$ cat src/rtl/distribute_chain_scheduler_pkg.sv
// Shared defaults, FSM state type and rotated-priority helper for the
// distribution chain scheduler.
package distribute_chain_scheduler_pkg;

  localparam int unsigned DCS_DATA_WIDTH = 32;
  localparam int unsigned DCS_NUM_NODE   = 4;
  localparam int unsigned DCS_NUM_REQ    = 4;

  typedef enum logic {
    ST_IDLE    = 1'b0,
    ST_DELIVER = 1'b1
  } dcs_state_e;

  // Index reached by stepping 'off' places from 'base' around a ring of n.
  // Callers keep base < n and off <= n, so one conditional subtract wraps it.
  function automatic int unsigned rot_idx(input int unsigned base,
                                          input int unsigned off,
                                          input int unsigned n);
    int unsigned s;
    s = base + off;
    if (s >= n) s = s - n;
    return s;
  endfunction

endpackage

$ cat src/rtl/distribute_chain_scheduler_rr_arbiter_one_hot.sv
// Combinational round-robin arbiter: grants the first asserted request at or
// after ptr_i, wrapping around NUM_REQ.
//   req_i   : per-requester request
//   ptr_i   : highest-priority index this cycle
//   en_i    : when low, no grant is issued
//   grant_o : one-hot grant (all zero when disabled or no request)
//   idx_o   : binary index of the granted requester
module distribute_chain_scheduler_rr_arbiter_one_hot
  import distribute_chain_scheduler_pkg::*;
#(
  parameter int unsigned NUM_REQ = DCS_NUM_REQ
) (
  input  logic [NUM_REQ-1:0]         req_i,
  input  logic [$clog2(NUM_REQ)-1:0] ptr_i,
  input  logic                       en_i,
  output logic [NUM_REQ-1:0]         grant_o,
  output logic [$clog2(NUM_REQ)-1:0] idx_o
);

  localparam int unsigned IDX_W = $clog2(NUM_REQ);

  logic             found_c;
  logic [IDX_W-1:0] cand_c;

  // Walk the ring starting at the pointer; the first hit wins.
  always_comb begin
    grant_o = '0;
    idx_o   = '0;
    found_c = 1'b0;
    cand_c  = '0;
    if (en_i) begin
      for (int unsigned k = 0; k < NUM_REQ; k++) begin
        cand_c = IDX_W'(rot_idx(32'(ptr_i), k, NUM_REQ));
        if (!found_c && req_i[cand_c]) begin
          found_c         = 1'b1;
          grant_o[cand_c] = 1'b1;
          idx_o           = cand_c;
        end
      end
    end
  end

endmodule

$ cat src/rtl/distribute_chain_scheduler.sv
// Shares one one-hot distribution chain among NUM_REQ requesters. A granted
// word is held and issued to every tap in its mask, possibly over several
// cycles as taps become ready.
//   clk, rst_n   : clock, asynchronous active-low reset
//   i_req_valid  : per-requester valid
//   i_req_data   : requester r data at [r*DATA_WIDTH +: DATA_WIDTH]
//   i_req_mask   : requester r destination mask at [r*NUM_NODE +: NUM_NODE]
//   o_req_ready  : combinational one-hot grant
//   i_node_ready : per-tap readiness for a word on the next cycle
//   o_valid, o_en, o_cmd, o_data_bus : registered chain head
//   o_busy       : hold register occupied
module distribute_chain_scheduler
  import distribute_chain_scheduler_pkg::*;
#(
  parameter int unsigned DATA_WIDTH = DCS_DATA_WIDTH,
  parameter int unsigned NUM_NODE   = DCS_NUM_NODE,
  parameter int unsigned NUM_REQ    = DCS_NUM_REQ
) (
  input  logic                           clk,
  input  logic                           rst_n,
  input  logic [NUM_REQ-1:0]             i_req_valid,
  input  logic [NUM_REQ*DATA_WIDTH-1:0]  i_req_data,
  input  logic [NUM_REQ*NUM_NODE-1:0]    i_req_mask,
  output logic [NUM_REQ-1:0]             o_req_ready,
  input  logic [NUM_NODE-1:0]            i_node_ready,
  output logic                           o_valid,
  output logic [DATA_WIDTH-1:0]          o_data_bus,
  output logic                           o_en,
  output logic [NUM_NODE-1:0]            o_cmd,
  output logic                           o_busy
);

  localparam int unsigned REQ_IDX_W = $clog2(NUM_REQ);

  dcs_state_e             state_q, state_d;
  logic [DATA_WIDTH-1:0]  hold_data_q, hold_data_d;
  logic [NUM_NODE-1:0]    hold_mask_q, hold_mask_d;
  logic [REQ_IDX_W-1:0]   rr_ptr_q, rr_ptr_d;
  logic                   valid_q, valid_d;
  logic [NUM_NODE-1:0]    cmd_q, cmd_d;
  logic [DATA_WIDTH-1:0]  data_q, data_d;

  logic                   hold_valid_c;
  logic [NUM_NODE-1:0]    send_c;
  logic [NUM_NODE-1:0]    residual_c;
  logic                   can_load_c;
  logic [NUM_REQ-1:0]     grant_c;
  logic [REQ_IDX_W-1:0]   grant_idx_c;
  logic [DATA_WIDTH-1:0]  sel_data_c;
  logic [NUM_NODE-1:0]    sel_mask_c;

  assign hold_valid_c = (state_q == ST_DELIVER);
  assign send_c       = hold_valid_c ? (hold_mask_q & i_node_ready) : '0;
  assign residual_c   = hold_mask_q & ~send_c;
  // A new word may load in the same cycle the last residual taps drain.
  assign can_load_c   = !hold_valid_c || (residual_c == '0);

  distribute_chain_scheduler_rr_arbiter_one_hot #(
    .NUM_REQ (NUM_REQ)
  ) u_arb (
    .req_i   (i_req_valid),
    .ptr_i   (rr_ptr_q),
    .en_i    (can_load_c),
    .grant_o (grant_c),
    .idx_o   (grant_idx_c)
  );

  assign o_req_ready = grant_c;

  // One-hot select of the granted requester's payload.
  always_comb begin
    sel_data_c = '0;
    sel_mask_c = '0;
    for (int unsigned r = 0; r < NUM_REQ; r++) begin
      if (grant_c[r]) begin
        sel_data_c = sel_data_c | i_req_data[r*DATA_WIDTH +: DATA_WIDTH];
        sel_mask_c = sel_mask_c | i_req_mask[r*NUM_NODE +: NUM_NODE];
      end
    end
  end

  // Next-state, hold register, pointer and chain-head outputs.
  always_comb begin
    state_d     = state_q;
    hold_data_d = hold_data_q;
    hold_mask_d = hold_mask_q;
    rr_ptr_d    = rr_ptr_q;
    valid_d     = 1'b0;
    cmd_d       = '0;
    data_d      = data_q;

    if (send_c != '0) begin
      valid_d = 1'b1;
      cmd_d   = send_c;
      data_d  = hold_data_q;
    end

    if (grant_c != '0) begin
      rr_ptr_d = REQ_IDX_W'(rot_idx(32'(grant_idx_c), 1, NUM_REQ));
    end

    case (state_q)
      ST_IDLE: ;
      ST_DELIVER: begin
        hold_mask_d = residual_c;
        if (residual_c == '0) state_d = ST_IDLE;
      end
      default: state_d = ST_IDLE;
    endcase

    // Zero-mask grants are consumed without occupying the hold register.
    if ((grant_c != '0) && (sel_mask_c != '0)) begin
      hold_data_d = sel_data_c;
      hold_mask_d = sel_mask_c;
      state_d     = ST_DELIVER;
    end
  end

  always_ff @(posedge clk or negedge rst_n) begin
    if (!rst_n) begin
      state_q     <= ST_IDLE;
      hold_data_q <= '0;
      hold_mask_q <= '0;
      rr_ptr_q    <= '0;
      valid_q     <= 1'b0;
      cmd_q       <= '0;
      data_q      <= '0;
    end else begin
      state_q     <= state_d;
      hold_data_q <= hold_data_d;
      hold_mask_q <= hold_mask_d;
      rr_ptr_q    <= rr_ptr_d;
      valid_q     <= valid_d;
      cmd_q       <= cmd_d;
      data_q      <= data_d;
    end
  end

  assign o_valid    = valid_q;
  assign o_en       = valid_q;
  assign o_cmd      = cmd_q;
  assign o_data_bus = data_q;
  assign o_busy     = hold_valid_c;

endmodule

$ cat config.mk
export PLATFORM = sky130hd
export DESIGN_NAME = distribute_chain_scheduler
export DESIGN_NICKNAME = d
export VERILOG_FILES = /design/src/rtl/distribute_chain_scheduler_pkg.sv /design/src/rtl/distribute_chain_scheduler_rr_arbiter_one_hot.sv /design/src/rtl/distribute_chain_scheduler.sv
export SDC_FILE = /design/constraint.sdc
export NUM_CORES = 1
export LEC_CHECK = 0
export ABC_AREA = 1
export CAP_MARGIN = 20
export CORE_MARGIN = 2
export CORE_UTILIZATION = 45
export CTS_CLUSTER_SIZE = 40
export DETAILED_ROUTE_END_ITERATION = 12
export PLACE_DENSITY_LB_ADDON = 0.1
export SLEW_MARGIN = 15
export SYNTH_ARGS = -nofsm -noshare
export SYNTH_HDL_FRONTEND = slang
export SYNTH_SLANG_ARGS = --single-unit
export TNS_END_PERCENT = 10
$ cat constraint.sdc
create_clock -name clk -period 7.5 [get_ports clk]
set_input_delay 1.5 -clock clk [delete_from_list [all_inputs] [get_ports clk]]
set_output_delay 1.5 -clock clk [all_outputs]
set_load 0.01 [all_outputs]
==> out/qor.yml <==
logic_synthesis:
  synthesis.area_um2: 4340
  ys_ff_latch: 76
  synth.avg_cell_area_um2: 7.14
  synth_flop_cell: "dfrtp_1"
  synth_edf_count: 0
  yosys-top-cells-area: "dfrtp_1 44%, nand2_1 29%, nand4_1 5.6%"
  async_flop_share_pct: 100
  yosysWarnings: 0
  netlist.area_leader.share_pct: 43.9
  synth_cells: 607
  synth_nets: 768
  synth.distinct_cells: 31
  yosys.area.top_type: "dfrtp_1"
  ys_seq_area_share_pct: 43.9
pwr:
  power_density_nw_per_um2: 416
  irDropWorstVdd_mv: 0.268
  power.leakage_nw: 3.19
setup_path:
  r2r_cells: 15
  reg2reg_slack_ps: 4180
  reg2reg_to: "hold_data_q[24]$_DFFE_PN0P_"
  path_class: "input pin to output pin"
  required_ps: 6000
  crit_path_start: "i_node_ready[0]"
  crit_path_end_kind: "output pin"
  cp_slowest_cell: "clkdlybuf4s50_1"
  path_max_fanout: 33
  crit_path_max_incr_delay_ps: 630
  r2r-start: "rr_ptr_q[0]$_DFFE_PN0P_"
  critPathArrivalTime_ps: 4240
  crit_path_end: "o_req_ready[1]"
  start_kind: "input pin"
  crit_chain: "clkdlybuf4s50_1, inv_1, nor3_2, inv_1, nand2_1, nand4_1, nand2_1, nand2_1, inv_1, buf_4, clkdlybuf4s50_1"
finish:
  multiInputGateArea_um2: 2190
  layout-drive-gt1-share_pct: 5.66
  layout.cells.non_filler: 924
  num_antenna_cells: 0
  areaGrowthSynthToFinish_pct: 51.1
  area.sequential_um2: 1900
  fill_cells: 795
  nNetsFinal: 951
cts:
  insertion_delay_ps: 330
  post_cts_buffers: 0
  cts_max_level: 3
  ctsResizeCount: 0
  clock-root-buffer: "clkbuf_8"
  ctsHoldBuffers: 0
  cts_tree: "done"
  clk_pin_slew_ps: 80
  cts_buffers: 9
  cts_buffer_depth: 2
  cts.sinks: 76
timing:
  layout_min_cycle_time_ps: 5740
  final-setup-viol-count: 0
  fmax_ghz: 0.174
  tightest_slew_ps: 937
  hold_viol_final: 0
  slew_viol_final: 0
  finalCritPeriodShare_pct: 76.6
  grt_setup_unrepaired: "false"
  fin_skew_ps: 10.8
  fin_tns_setup_ps: 0
  fin_ws_ps: 1760
  worst_slew_margin_rel_pct: 37.5
routing:
  num_vias: 4714
  routed_wl_um: 13300
  drt-pass1-iter-count: 4
  final_antenna_net_count: 0
  vias_per_cell: 5.10
  wire_per_inst_um: 14.4
  drt_iter0_markers: 176
  drt_drc_violations_left: 0
placed_design:
  dp_hpwl_um: 9490
  gp_congestion: 0.839
  port_buffers: 196
  place_ws_ps: 1750
  place_inst: 907
min_path:
  hp-class: "flop to flop"
outcome:
  status: "finished clean"
die:
  die_w_um: 102
  die_area_um2: 10400
  ios: 197
  coreArea_um2: 9280
  die_h_um: 102
  row_count: 35
  start_util_pct: 46.7
grt:
  antenna_found_initial: 0
  grt_max_degree: 77
  use_met3_pct: 5.40
  grt-ovfl-total: 0
  grtUsageMet1_pct: 30.3
  grt_pass1_wl_um: 20700
  grt_pass1_vias: 4608
  busiest_layer: "met2"
  track_usage_pct: 25.2
  grt_util_met2_pct: 44.5
job:
  max-cap-violations: 0
power by group:
group / internal, mW / switching, mW
Clock: 0.164 / 0.149
Combinational: 0.626 / 1.11
Sequential: 0.584 / 0.0921
registers in the layout, summed over array words and instances, names as in the netlist:
name and cells:
o_en 1, o_busy 1, rr_ptr_q 2, o_cmd 4
hold_mask_q 4, hold_data_q 32, o_data_bus 32
critical path, delay by kind of cell:
kind,cells,cell delay [ps]
buffers and inverters,6,1660
AND/OR/NAND/NOR,5,1060
through the flow:
| stage | hold slack [ps] | utilization [%] | power [mW] | area [um^2] |
|---|---|---|---|---|
| after CTS | 465 | 70.4 | 2.74 | 6540 |
| final | 465 | 70.6 | 2.73 | 6550 |
| after global placement | 448 | 68.3 | 2.37 | 6340 |
| after detailed placement | 455 | 68.3 | 2.42 | 6340 |
| after floorplan | 442 | - | 1.88 | 4340 |
| after global routing | 497 | 70.6 | 2.97 | 6550 |
area by class of cell:
type	instances	area share (%)
Clock buffer	11	2.16
Clock inverter	5	0.897
Inverter	24	1.37
Multi-Input combinational cell	477	33.4
Sequential cell	76	29.0
Tap cell	129	2.46
Timing Repair Buffer	202	30.7
per-layer routing:
metal / part of all wire [%] / wire length (um)
met4: 2.6 / 340
met5: 0 / 0
met3: 7.8 / 1030
met1: 40 / 5320
met2: 50 / 6610
cell usage after synthesis, types with 5 or more instances:
library cell	number
clkbuf_1	10
inv_1	23
nand4_1	39
o21ai_0	29
o21ai_1	5
nand3_2	6
nand3_1	28
ha_1	7
nor2_2	5
nand2_1	337
buf_2	13
dfrtp_1	76
layout by cell type (no fill, tap or decap):
cell	n
nand2_1	337
clkdlybuf4s50_1	195
dfrtp_1	76
nand4_1	39
o21ai_0	29
nand3_1	28
inv_1	23
clkbuf_8	10
ha_1	7
nand3_2	6
buf_4	6
nor2_2	5
o21ai_1	5
nand2_4	3
a21boi_0	3
a21oi_2	3
clkinvlp_4	2
inv_2	1
nor3_2	1
nand2_2	1
a21boi_1	1
nor2_4	1
nor4_2	1
nor2_8	1
nor3_1	1
xor2_1	1
o22ai_1	1
xnor2_1	1
nor2_1	1
a31oi_1	1
clkinv_2	1
inv_6	1
bufinv_16	1
clkbuf_1	1
buf_8	1
logic make-up after synthesis:
| logic type | share of synthesized area, % |
|---|---|
| flops | 43.9 |
| xor+xnor | 0.404 |
| buf+inv | 5.86 |
| fa+ha+maj | 2.02 |
| compound gates | 5.51 |
| simple gates | 42.4 |
worst min-delay path by stage:
stage | startpoint | to | slack, ps | cells after the start
2_1_floorplan | hold_data_q[0]$_DFFE_PN0P_ | o_data_bus[0]$_DFFE_PN0N_ | 440 | 2
3_3_place_gp | hold_data_q[2]$_DFFE_PN0P_ | o_data_bus[2]$_DFFE_PN0N_ | 450 | 2
3_5_place_dp | hold_data_q[23]$_DFFE_PN0P_ | o_data_bus[23]$_DFFE_PN0N_ | 460 | 2
4_1_cts | hold_data_q[19]$_DFFE_PN0P_ | o_data_bus[19]$_DFFE_PN0N_ | 460 | 2
5_1_grt | hold_data_q[19]$_DFFE_PN0P_ | o_data_bus[19]$_DFFE_PN0N_ | 500 | 2
6_report | hold_data_q[19]$_DFFE_PN0P_ | o_data_bus[19]$_DFFE_PN0N_ | 460 | 2
Note: power is estimated with default switching activity, not from simulation.
